<file path="src/rtl/cpu_pkg.sv">
// Shared x86 front-end definitions: segment/rep encodings, prefix byte values,
// prefix-decoder state and the per-byte classification record.
package cpu_pkg;

  localparam logic [2:0] SEG_ES = 3'd0;
  localparam logic [2:0] SEG_CS = 3'd1;
  localparam logic [2:0] SEG_SS = 3'd2;
  localparam logic [2:0] SEG_DS = 3'd3;
  localparam logic [2:0] SEG_FS = 3'd4;
  localparam logic [2:0] SEG_GS = 3'd5;

  localparam logic [1:0] REP_NONE = 2'b00;
  localparam logic [1:0] REP_NZ   = 2'b10;
  localparam logic [1:0] REP_Z    = 2'b11;

  localparam logic [7:0] PFX_ES    = 8'h26;
  localparam logic [7:0] PFX_CS    = 8'h2E;
  localparam logic [7:0] PFX_SS    = 8'h36;
  localparam logic [7:0] PFX_DS    = 8'h3E;
  localparam logic [7:0] PFX_FS    = 8'h64;
  localparam logic [7:0] PFX_GS    = 8'h65;
  localparam logic [7:0] PFX_OPSZ  = 8'h66;
  localparam logic [7:0] PFX_ADSZ  = 8'h67;
  localparam logic [7:0] PFX_LOCK  = 8'hF0;
  localparam logic [7:0] PFX_REPNZ = 8'hF2;
  localparam logic [7:0] PFX_REPZ  = 8'hF3;
  localparam logic [7:0] ESC_0F    = 8'h0F;

  typedef enum logic [1:0] {
    ST_PFX  = 2'd0,
    ST_ESC  = 2'd1,
    ST_HOLD = 2'd2
  } dec_state_e;

  typedef struct packed {
    logic       is_seg;
    logic [2:0] seg_code;
    logic       is_opsz;
    logic       is_adsz;
    logic       is_lock;
    logic       is_rep;
    logic [1:0] rep_code;
    logic       is_esc;
  } pfx_class_t;

  // Anything that is not a prefix or the escape terminates the header.
  function automatic logic any_prefix(input pfx_class_t c);
    return c.is_seg | c.is_opsz | c.is_adsz | c.is_lock | c.is_rep | c.is_esc;
  endfunction

endpackage

</file>
<file path="src/rtl/x86_prefix_decoder_if.sv">
// Byte-stream input and decoded-header output bundle of the prefix decoder.
// master = fetch/sequencer side, slave = decoder.
interface x86_prefix_decoder_if #(
  parameter int IPW  = 32,
  parameter int LENW = 4
);
  logic            flush;
  logic [IPW-1:0]  new_ip;
  logic            def_opsize;
  logic            def_adsize;
  logic            in_valid;
  logic [7:0]      in_data;
  logic            in_ready;
  logic [IPW-1:0]  ip;
  logic            hdr_valid;
  logic            hdr_ready;
  logic [8:0]      opcode;
  logic [2:0]      seg_id;
  logic            seg_pre;
  logic            opsize;
  logic            adsize;
  logic [1:0]      rep;
  logic            lock;
  logic [LENW-1:0] len;
  logic [IPW-1:0]  start_ip;
  logic            fault;

  modport master (
    output flush, new_ip, def_opsize, def_adsize, in_valid, in_data, hdr_ready,
    input  in_ready, ip, hdr_valid, opcode, seg_id, seg_pre, opsize, adsize,
           rep, lock, len, start_ip, fault
  );

  modport slave (
    input  flush, new_ip, def_opsize, def_adsize, in_valid, in_data, hdr_ready,
    output in_ready, ip, hdr_valid, opcode, seg_id, seg_pre, opsize, adsize,
           rep, lock, len, start_ip, fault
  );
endinterface

</file>
<file path="src/rtl/x86_prefix_classify.sv">
// Combinational classification of one instruction byte into prefix kinds.
module x86_prefix_classify
  import cpu_pkg::*;
(
  input  logic [7:0] in_byte,
  output pfx_class_t cls
);

  always_comb begin
    cls = '0;
    case (in_byte)
      PFX_ES:    begin cls.is_seg = 1'b1; cls.seg_code = SEG_ES; end
      PFX_CS:    begin cls.is_seg = 1'b1; cls.seg_code = SEG_CS; end
      PFX_SS:    begin cls.is_seg = 1'b1; cls.seg_code = SEG_SS; end
      PFX_DS:    begin cls.is_seg = 1'b1; cls.seg_code = SEG_DS; end
      PFX_FS:    begin cls.is_seg = 1'b1; cls.seg_code = SEG_FS; end
      PFX_GS:    begin cls.is_seg = 1'b1; cls.seg_code = SEG_GS; end
      PFX_OPSZ:  cls.is_opsz = 1'b1;
      PFX_ADSZ:  cls.is_adsz = 1'b1;
      PFX_LOCK:  cls.is_lock = 1'b1;
      PFX_REPNZ: begin cls.is_rep = 1'b1; cls.rep_code = REP_NZ; end
      PFX_REPZ:  begin cls.is_rep = 1'b1; cls.rep_code = REP_Z; end
      ESC_0F:    cls.is_esc = 1'b1;
      default:   ;
    endcase
  end

endmodule

</file>
<file path="src/rtl/x86_prefix_decoder.sv">
// x86 legacy-prefix / 0F-escape front end: one byte per cycle in, one decoded
// instruction header out over valid/ready, with length-limit fault detection.
module x86_prefix_decoder
  import cpu_pkg::*;
#(
  parameter int IPW     = 32,
  parameter int MAX_LEN = 15,
  parameter int LENW    = 4
) (
  input  logic                 clock,
  input  logic                 reset_n,
  x86_prefix_decoder_if.slave  bus
);

  localparam logic [LENW-1:0] LEN_LIMIT = LENW'(MAX_LEN);

  dec_state_e      state_q, state_d;
  logic [IPW-1:0]  ip_q, ip_d;
  logic [IPW-1:0]  start_ip_q, start_ip_d;
  logic [LENW-1:0] len_q, len_d;
  logic [8:0]      opcode_q, opcode_d;
  logic [2:0]      seg_id_q, seg_id_d;
  logic            seg_pre_q, seg_pre_d;
  logic            opsize_q, opsize_d;
  logic            adsize_q, adsize_d;
  logic [1:0]      rep_q, rep_d;
  logic            lock_q, lock_d;
  logic            hdr_valid_q, hdr_valid_d;
  logic            fault_q, fault_d;

  logic            in_ready;
  logic [LENW-1:0] len_inc;
  pfx_class_t      cls;

  x86_prefix_classify u_classify (
    .in_byte (bus.in_data),
    .cls     (cls)
  );

  assign in_ready = (state_q != ST_HOLD);
  assign len_inc  = len_q + LENW'(1);

  always_comb begin
    state_d     = state_q;
    ip_d        = ip_q;
    start_ip_d  = start_ip_q;
    len_d       = len_q;
    opcode_d    = opcode_q;
    seg_id_d    = seg_id_q;
    seg_pre_d   = seg_pre_q;
    opsize_d    = opsize_q;
    adsize_d    = adsize_q;
    rep_d       = rep_q;
    lock_d      = lock_q;
    hdr_valid_d = hdr_valid_q;
    fault_d     = fault_q;

    if (bus.flush) begin
      state_d     = ST_PFX;
      ip_d        = bus.new_ip;
      len_d       = '0;
      hdr_valid_d = 1'b0;
      fault_d     = 1'b0;
    end else begin
      case (state_q)
        ST_PFX, ST_ESC: begin
          if (bus.in_valid) begin
            ip_d  = ip_q + IPW'(1);
            len_d = len_inc;
            // A new instruction starts from architectural defaults; this
            // byte's own prefix effect is layered on below.
            if (len_q == '0) begin
              start_ip_d = ip_q;
              seg_id_d   = SEG_DS;
              seg_pre_d  = 1'b0;
              rep_d      = REP_NONE;
              lock_d     = 1'b0;
              opsize_d   = bus.def_opsize;
              adsize_d   = bus.def_adsize;
            end
            if (state_q == ST_ESC) begin
              opcode_d    = {1'b1, bus.in_data};
              hdr_valid_d = 1'b1;
              state_d     = ST_HOLD;
            end else begin
              if (cls.is_seg) begin
                seg_id_d  = cls.seg_code;
                seg_pre_d = 1'b1;
              end
              if (cls.is_opsz) opsize_d = ~bus.def_opsize;
              if (cls.is_adsz) adsize_d = ~bus.def_adsize;
              if (cls.is_lock) lock_d   = 1'b1;
              if (cls.is_rep)  rep_d    = cls.rep_code;
              if (cls.is_esc)  state_d  = ST_ESC;
              if (!any_prefix(cls)) begin
                opcode_d    = {1'b0, bus.in_data};
                hdr_valid_d = 1'b1;
                state_d     = ST_HOLD;
              end else if (len_inc == LEN_LIMIT) begin
                fault_d     = 1'b1;
                opcode_d    = '0;
                hdr_valid_d = 1'b1;
                state_d     = ST_HOLD;
              end
            end
          end
        end
        ST_HOLD: begin
          if (bus.hdr_ready) begin
            hdr_valid_d = 1'b0;
            len_d       = '0;
            fault_d     = 1'b0;
            state_d     = ST_PFX;
          end
        end
        default: state_d = ST_PFX;
      endcase
    end
  end

  always_ff @(posedge clock or negedge reset_n) begin
    if (!reset_n) begin
      state_q     <= ST_PFX;
      ip_q        <= '0;
      start_ip_q  <= '0;
      len_q       <= '0;
      opcode_q    <= '0;
      seg_id_q    <= SEG_DS;
      seg_pre_q   <= 1'b0;
      opsize_q    <= 1'b0;
      adsize_q    <= 1'b0;
      rep_q       <= REP_NONE;
      lock_q      <= 1'b0;
      hdr_valid_q <= 1'b0;
      fault_q     <= 1'b0;
    end else begin
      state_q     <= state_d;
      ip_q        <= ip_d;
      start_ip_q  <= start_ip_d;
      len_q       <= len_d;
      opcode_q    <= opcode_d;
      seg_id_q    <= seg_id_d;
      seg_pre_q   <= seg_pre_d;
      opsize_q    <= opsize_d;
      adsize_q    <= adsize_d;
      rep_q       <= rep_d;
      lock_q      <= lock_d;
      hdr_valid_q <= hdr_valid_d;
      fault_q     <= fault_d;
    end
  end

  assign bus.in_ready  = in_ready;
  assign bus.ip        = ip_q;
  assign bus.start_ip  = start_ip_q;
  assign bus.len       = len_q;
  assign bus.opcode    = opcode_q;
  assign bus.seg_id    = seg_id_q;
  assign bus.seg_pre   = seg_pre_q;
  assign bus.opsize    = opsize_q;
  assign bus.adsize    = adsize_q;
  assign bus.rep       = rep_q;
  assign bus.lock      = lock_q;
  assign bus.hdr_valid = hdr_valid_q;
  assign bus.fault     = fault_q;

endmodule

</file>
<file path="src/flat_wrapper.sv">
// flat-port wrapper written by rule: the top's interface ports become plain ports
module x86_prefix_decoder_flat import cpu_pkg::*;
#(
  parameter int IPW     = 32,
  parameter int MAX_LEN = 15,
  parameter int LENW    = 4
)
  (clock, reset_n, bus_flush, bus_new_ip, bus_def_opsize, bus_def_adsize, bus_in_valid, bus_in_data, bus_hdr_ready, bus_in_ready, bus_ip, bus_hdr_valid, bus_opcode, bus_seg_id, bus_seg_pre, bus_opsize, bus_adsize, bus_rep, bus_lock, bus_len, bus_start_ip, bus_fault);
  x86_prefix_decoder_if #(.IPW(IPW), .LENW(LENW)) bus_i ();
  input  logic clock;
  input  logic reset_n;
  input wire logic [$bits(bus_i.flush)-1:0] bus_flush;
  input wire logic [$bits(bus_i.new_ip)-1:0] bus_new_ip;
  input wire logic [$bits(bus_i.def_opsize)-1:0] bus_def_opsize;
  input wire logic [$bits(bus_i.def_adsize)-1:0] bus_def_adsize;
  input wire logic [$bits(bus_i.in_valid)-1:0] bus_in_valid;
  input wire logic [$bits(bus_i.in_data)-1:0] bus_in_data;
  input wire logic [$bits(bus_i.hdr_ready)-1:0] bus_hdr_ready;
  output wire logic [$bits(bus_i.in_ready)-1:0] bus_in_ready;
  output wire logic [$bits(bus_i.ip)-1:0] bus_ip;
  output wire logic [$bits(bus_i.hdr_valid)-1:0] bus_hdr_valid;
  output wire logic [$bits(bus_i.opcode)-1:0] bus_opcode;
  output wire logic [$bits(bus_i.seg_id)-1:0] bus_seg_id;
  output wire logic [$bits(bus_i.seg_pre)-1:0] bus_seg_pre;
  output wire logic [$bits(bus_i.opsize)-1:0] bus_opsize;
  output wire logic [$bits(bus_i.adsize)-1:0] bus_adsize;
  output wire logic [$bits(bus_i.rep)-1:0] bus_rep;
  output wire logic [$bits(bus_i.lock)-1:0] bus_lock;
  output wire logic [$bits(bus_i.len)-1:0] bus_len;
  output wire logic [$bits(bus_i.start_ip)-1:0] bus_start_ip;
  output wire logic [$bits(bus_i.fault)-1:0] bus_fault;
  assign bus_i.flush = bus_flush;
  assign bus_i.new_ip = bus_new_ip;
  assign bus_i.def_opsize = bus_def_opsize;
  assign bus_i.def_adsize = bus_def_adsize;
  assign bus_i.in_valid = bus_in_valid;
  assign bus_i.in_data = bus_in_data;
  assign bus_i.hdr_ready = bus_hdr_ready;
  assign bus_in_ready = bus_i.in_ready;
  assign bus_ip = bus_i.ip;
  assign bus_hdr_valid = bus_i.hdr_valid;
  assign bus_opcode = bus_i.opcode;
  assign bus_seg_id = bus_i.seg_id;
  assign bus_seg_pre = bus_i.seg_pre;
  assign bus_opsize = bus_i.opsize;
  assign bus_adsize = bus_i.adsize;
  assign bus_rep = bus_i.rep;
  assign bus_lock = bus_i.lock;
  assign bus_len = bus_i.len;
  assign bus_start_ip = bus_i.start_ip;
  assign bus_fault = bus_i.fault;
  x86_prefix_decoder #(.IPW(IPW), .MAX_LEN(MAX_LEN), .LENW(LENW)) u_core (.clock(clock), .reset_n(reset_n), .bus(bus_i));
endmodule
</file>
<file path="config.mk">
export PLATFORM = sky130hd
export DESIGN_NAME = x86_prefix_decoder_flat
export DESIGN_NICKNAME = d
export VERILOG_FILES = /design/src/rtl/cpu_pkg.sv /design/src/rtl/x86_prefix_decoder_if.sv /design/src/rtl/x86_prefix_classify.sv /design/src/rtl/x86_prefix_decoder.sv /design/src/flat_wrapper.sv
export SDC_FILE = /design/constraint.sdc
export NUM_CORES = 1
export LEC_CHECK = 0
export CAP_MARGIN = 5
export CELL_PAD_IN_SITES_DETAIL_PLACEMENT = 1
export CELL_PAD_IN_SITES_GLOBAL_PLACEMENT = 1
export CORE_ASPECT_RATIO = 0.5
export CORE_MARGIN = 4
export CORE_UTILIZATION = 35
export CTS_CLUSTER_DIAMETER = 200
export DETAILED_ROUTE_END_ITERATION = 7
export GPL_ROUTABILITY_DRIVEN = 0
export PLACE_DENSITY_LB_ADDON = 0.1
export REMOVE_ABC_BUFFERS = 1
export SLEW_MARGIN = 25
export SYNTH_ARGS = -nofsm -noshare
export SYNTH_HDL_FRONTEND = slang
export SYNTH_HIERARCHICAL = 1
export SYNTH_SLANG_ARGS = --single-unit
</file>
<file path="constraint.sdc">
create_clock -name clock -period 2.3 [get_ports clock]
set_input_delay 0.345 -clock clock [delete_from_list [all_inputs] [get_ports clock]]
set_output_delay 0.345 -clock clock [all_outputs]
set_load 0.005 [all_outputs]
</file>
==> impl_metrics.xml <==
<?xml version="1.0" encoding="UTF-8"?>
<metrics>
  <group name="run_status">
    <metric name="outcome" unit="">finished, violations left</metric>
    <metric name="violations_in_the_final_reports" unit="">hold timing</metric>
  </group>
  <group name="floorplan">
    <metric name="rows" unit="">28</metric>
    <metric name="fp.coreArea" unit="µm²">12050</metric>
    <metric name="fp.dieArea" unit="µm²">14560</metric>
    <metric name="die-width" unit="µm">166.7</metric>
    <metric name="floorplan.io_pins" unit="">136</metric>
    <metric name="start_util" unit="%">36.58</metric>
    <metric name="height_of_the_die" unit="µm">87.36</metric>
  </group>
  <group name="cts">
    <metric name="root_buffer" unit="">sky130_fd_sc_hd__clkbuf_16</metric>
    <metric name="cts.sinks" unit="">90</metric>
    <metric name="number_of_buffers_added_by_the_clock_tree_synthesis_step" unit="">9</metric>
    <metric name="worst_setup_hold_path_clk_slew" unit="ns">0.07</metric>
    <metric name="cts.path.max_buffers" unit="">2</metric>
    <metric name="cts_setup_buffers" unit="">0</metric>
    <metric name="cts_tree" unit="">built</metric>
    <metric name="clock_latency" unit="ns">0.34</metric>
    <metric name="h-tree-depth" unit="">3</metric>
  </group>
  <group name="setup_path">
    <metric name="cp_max_fo" unit="">6</metric>
    <metric name="worst_r2r_path_depth" unit="">6</metric>
    <metric name="critical_path.endpoint_type" unit="">flip-flop</metric>
    <metric name="critPathCapture" unit="">u_core/bus.opcode[0]$_DFFE_PN0P_</metric>
    <metric name="timing.reg2reg.setup_slack" unit="ns">0.35</metric>
    <metric name="required" unit="ns">2.53</metric>
    <metric name="cp.arrival" unit="ns">2.46</metric>
    <metric name="crit_path_start" unit="">bus_in_data[3]</metric>
    <metric name="startpoint_type" unit="">input pin</metric>
    <metric name="reg2reg_to" unit="">u_core/bus.ip[28]$_DFFE_PN0P_</metric>
    <metric name="worst-setup-path-type" unit="">input pin to flip-flop</metric>
    <metric name="rr_startpoint" unit="">u_core/bus.ip[1]$_DFFE_PN0P_</metric>
  </group>
  <group name="logic_synthesis">
    <metric name="syn-instance-count" unit="">405</metric>
    <metric name="yosys_most_used_dff" unit="">sky130_fd_sc_hd__dfrtp_1</metric>
    <metric name="syn-mean-instance-area" unit="µm²">10.88</metric>
    <metric name="synth_compound_area_share" unit="%">10.19</metric>
    <metric name="synth_edf_count" unit="">0</metric>
    <metric name="synthSimpleGateAreaFrac" unit="%">19.78</metric>
    <metric name="synth_xor_area_share" unit="%">6.557</metric>
    <metric name="synth_top_cell_by_area" unit="">sky130_fd_sc_hd__dfrtp_1</metric>
    <metric name="ys_async_rst_share" unit="%">100.0</metric>
    <metric name="synth.area.mux_share" unit="%">8.402</metric>
    <metric name="syn_area" unit="µm²">4408</metric>
    <metric name="synth.top_cells.by_area" unit="">sky130_fd_sc_hd__dfrtp_1, sky130_fd_sc_hd__mux2_2, sky130_fd_sc_hd__nand2_1</metric>
    <metric name="post-synth-top-area-fraction" unit="%">49.96</metric>
    <metric name="yosys_warnings" unit="">6</metric>
    <metric name="dominant_combinational_cell_family_by_area_after_synthesis" unit="">simple AND/OR/NAND/NOR gates</metric>
    <metric name="synth_seq_area_share" unit="%">51.15</metric>
    <metric name="yosys.cell_types.count" unit="">57</metric>
    <metric name="ys_ff_latch" unit="">90</metric>
    <metric name="yosys.area_share.adder" unit="%">1.135</metric>
  </group>
  <group name="finish">
    <metric name="layout-drive-gt1-share" unit="%">17.07</metric>
    <metric name="final_nets" unit="">626</metric>
    <metric name="fillerInstances" unit="">1343</metric>
    <metric name="antennaDiodeCount" unit="">0</metric>
    <metric name="fin_util" unit="%">54.28</metric>
    <metric name="syn_to_layout_area_delta" unit="%">48.40</metric>
  </group>
  <group name="grt">
    <metric name="grt_start_max_net_pins" unit="">63</metric>
    <metric name="gr-total-overflow" unit="">0</metric>
    <metric name="wire_length_of_the_first_global_routing_pass" unit="µm">22450</metric>
    <metric name="grt_pass1_vias" unit="">4188</metric>
    <metric name="global_route_usage_over_all_layers" unit="%">19.32</metric>
    <metric name="antenna_found_initial" unit="">0</metric>
  </group>
  <group name="drt">
    <metric name="post_route_wl" unit="µm">13530</metric>
    <metric name="drt.antenna.violating_nets" unit="">0</metric>
    <metric name="drt-wirelength-per-cell" unit="µm">18.16</metric>
    <metric name="vias_per_cell" unit="">5.079</metric>
    <metric name="routed-via-count" unit="">3784</metric>
    <metric name="first_drt_iteration_drcs" unit="">220</metric>
    <metric name="drt_pass1_iterations" unit="">4</metric>
    <metric name="route.detailed.drc" unit="">0</metric>
  </group>
  <group name="timing">
    <metric name="maxSlewHeadroom" unit="%">61.60</metric>
    <metric name="worst_hold_slack" unit="ns">-0.009879</metric>
    <metric name="finalWorstPathRequiredPeriod" unit="ns">2.231</metric>
    <metric name="fin_worst_skew" unit="ns">0.007592</metric>
    <metric name="hold_viol_final" unit="">4</metric>
    <metric name="setup_viol_count_final" unit="">0</metric>
    <metric name="unrepaired_setup_endpoints_after_global_routing" unit="">false</metric>
    <metric name="timing_worst_slew_pin_value" unit="ns">0.5760</metric>
    <metric name="drv_slew" unit="">0</metric>
    <metric name="final_min_period_over_clock_period" unit="%">97.00</metric>
    <metric name="timing.fmax" unit="MHz">448.2</metric>
  </group>
  <group name="pwr">
    <metric name="sequentialPowerShare" unit="%">42.0</metric>
    <metric name="p_leak" unit="nW">2.774</metric>
    <metric name="swShare" unit="%">26.57</metric>
    <metric name="netsw" unit="mW">1.311</metric>
    <metric name="power.clock.fraction" unit="%">33.0</metric>
    <metric name="p_total" unit="mW">4.935</metric>
    <metric name="power_density" unit="nW/µm²">754.5</metric>
    <metric name="power_frac_comb" unit="%">25.0</metric>
    <metric name="vdd_ir_drop_max" unit="V">0.0003669</metric>
    <metric name="power.internal" unit="mW">3.624</metric>
  </group>
  <group name="job">
    <metric name="drv_cap" unit="">0</metric>
  </group>
  <group name="place">
    <metric name="place_hpwl" unit="µm">9754</metric>
    <metric name="port-buffer-count" unit="">135</metric>
  </group>
  <group name="worst_hold_path">
    <metric name="hold_path.class" unit="">input pin to async pin</metric>
  </group>
</metrics>
[placed cells by master (no fill, tap or decap), types with 6 or more instances in the layout]
cell type / n
sky130_fd_sc_hd__xor2_1: 18
sky130_fd_sc_hd__nor4_1: 7
sky130_fd_sc_hd__a22o_1: 10
sky130_fd_sc_hd__nor2_1: 13
sky130_fd_sc_hd__nand3_1: 14
sky130_fd_sc_hd__dfrtp_1: 88
sky130_fd_sc_hd__mux2_1: 12
sky130_fd_sc_hd__and4_1: 6
sky130_fd_sc_hd__nand4_1: 8
sky130_fd_sc_hd__clkdlybuf4s50_1: 128
sky130_fd_sc_hd__nand2_1: 56
sky130_fd_sc_hd__mux2_2: 20
sky130_fd_sc_hd__inv_1: 11
sky130_fd_sc_hd__o21ai_0: 35
sky130_fd_sc_hd__o21ai_1: 6
sky130_fd_sc_hd__xnor2_1: 15
sky130_fd_sc_hd__clkbuf_16: 9
sky130_fd_sc_hd__buf_4: 37
[final cells by class]
| class | count | area [µm²] | area share [%] |
|---|---|---|---|
| Sequential cell | 90 | 2255 | 34.47 |
| Multi-Input combinational cell | 290 | 2061 | 31.50 |
| Timing Repair Buffer | 173 | 1652 | 25.25 |
| Clock buffer | 9 | 225.2 | 3.443 |
| Tap cell | 165 | 206.4 | 3.156 |
| Clock inverter | 7 | 101.3 | 1.549 |
| Inverter | 11 | 41.29 | 0.6312 |
[worst max-delay path, stage by stage]
cell                              delay (ns)
sky130_fd_sc_hd__clkdlybuf4s50_1        0.53
sky130_fd_sc_hd__or3_1                  0.18
sky130_fd_sc_hd__nor3_1                 0.08
sky130_fd_sc_hd__or4_1                  0.53
sky130_fd_sc_hd__nor3_2                 0.19
sky130_fd_sc_hd__nor2_2                 0.08
sky130_fd_sc_hd__a21o_2                 0.27
sky130_fd_sc_hd__a22o_2                 0.26
[power by group through the flow]
stage               logic, mW  registers (mW)  clock network [mW]
floorplan               0.352            2.10                   0
global placement         1.22            2.09                   0
detailed placement       1.25            2.11                   0
CTS                      1.26            2.08                1.68
global route             1.35            2.12                1.75
finish                   1.23            2.07                1.63
[what timing repair did]
item                       CTS  global route
pin swaps                    1             1
setup endpoints to repair   11            14
hold buffers                 0             0
gates resized for setup      7             3
gates cloned                 1             0
[cells by family (layout without fill, tap and decap cells)]
family	Yosys count	in the layout
xor+xnor	33	33
buf+inv	26	200
compound gates	71	72
mux	33	33
flops	90	90
simple gates	148	148
fa+ha+maj	4	4
[cells in the mapped netlist, types with 2 or more instances]
| cell | n |
|---|---|
| sky130_fd_sc_hd__nand2b_1 | 2 |
| sky130_fd_sc_hd__dfrtp_1 | 88 |
| sky130_fd_sc_hd__nand2_1 | 57 |
| sky130_fd_sc_hd__o31ai_1 | 2 |
| sky130_fd_sc_hd__a22o_1 | 10 |
| sky130_fd_sc_hd__nand4_1 | 8 |
| sky130_fd_sc_hd__mux2_2 | 20 |
| sky130_fd_sc_hd__ha_1 | 4 |
| sky130_fd_sc_hd__a21oi_1 | 4 |
| sky130_fd_sc_hd__and3_1 | 5 |
| sky130_fd_sc_hd__o21ai_1 | 6 |
| sky130_fd_sc_hd__dfstp_2 | 2 |
| sky130_fd_sc_hd__clkbuf_1 | 7 |
| sky130_fd_sc_hd__o22ai_1 | 2 |
| sky130_fd_sc_hd__nand4_2 | 2 |
| sky130_fd_sc_hd__nor4_1 | 7 |
| sky130_fd_sc_hd__nor3b_1 | 4 |
| sky130_fd_sc_hd__buf_2 | 2 |
| sky130_fd_sc_hd__nor3_1 | 2 |
| sky130_fd_sc_hd__and4b_1 | 3 |
| sky130_fd_sc_hd__o21ai_0 | 35 |
| sky130_fd_sc_hd__xor2_1 | 18 |
| sky130_fd_sc_hd__nor2b_1 | 4 |
| sky130_fd_sc_hd__o22a_1 | 2 |
| sky130_fd_sc_hd__inv_1 | 11 |
| sky130_fd_sc_hd__nand3_1 | 14 |
| sky130_fd_sc_hd__nor2_1 | 14 |
| sky130_fd_sc_hd__or4b_4 | 2 |
| sky130_fd_sc_hd__nor4b_2 | 2 |
| sky130_fd_sc_hd__buf_4 | 4 |
| sky130_fd_sc_hd__mux2_1 | 12 |
| sky130_fd_sc_hd__a22o_2 | 2 |
| sky130_fd_sc_hd__and4_1 | 6 |
| sky130_fd_sc_hd__nor3_2 | 2 |
| sky130_fd_sc_hd__xnor2_1 | 15 |
| sky130_fd_sc_hd__and2_1 | 4 |
[how the worst min path moves through the flow]
stage,startpoint,endpoint
after floorplan,reset_n,u_core/bus.adsize$_DFFE_PN0P_
after global placement,reset_n,u_core/bus.rep[1]$_DFFE_PN0P_
after CTS,reset_n,u_core/bus.rep[1]$_DFFE_PN0P_
after global routing,reset_n,u_core/bus.rep[0]$_DFFE_PN0P_
after detailed placement,reset_n,u_core/bus.rep[1]$_DFFE_PN0P_
final,reset_n,u_core/bus.rep[1]$_DFFE_PN0P_
[per-layer routing]
| layer | track usage [%] | vias up | wire, µm |
|---|---|---|---|
| li1 | - | 1788 | - |
| met5 | 0 | - | 0 |
| met4 | 3.563 | 0 | 57 |
| met1 | 24.49 | 1914 | 6205 |
| met2 | 33.66 | 76 | 6574 |
| met3 | 5.621 | 6 | 688 |
[state kept, by name, indices dropped and copies added (netlist names), 2 cells and up]
register / cells
u_core/bus.ip: 32
u_core/bus.start_ip: 32
u_core/bus.opcode: 9
u_core/bus.len: 4
u_core/bus.seg_id: 3
u_core/bus.rep: 2
u_core/state_q: 2
[stage by stage]
step	instance area, µm²	TNS (ns)	hold slack, ns	std cells	setup WS [ns]
3_3_place_gp	6190	-4.653	0.3873	728	-0.3923
5_1_grt	6541	0	0.04892	745	0.007224
2_1_floorplan	4327	-5.247	0.04941	390	-0.1936
3_5_place_dp	6190	-5.453	0.3875	728	-0.4353
4_1_cts	6533	0	0.01751	745	0.003033
6_report	6541	0	-0.009879	745	0.06889
No activity file was read; power rests on OpenSTA's default activity.
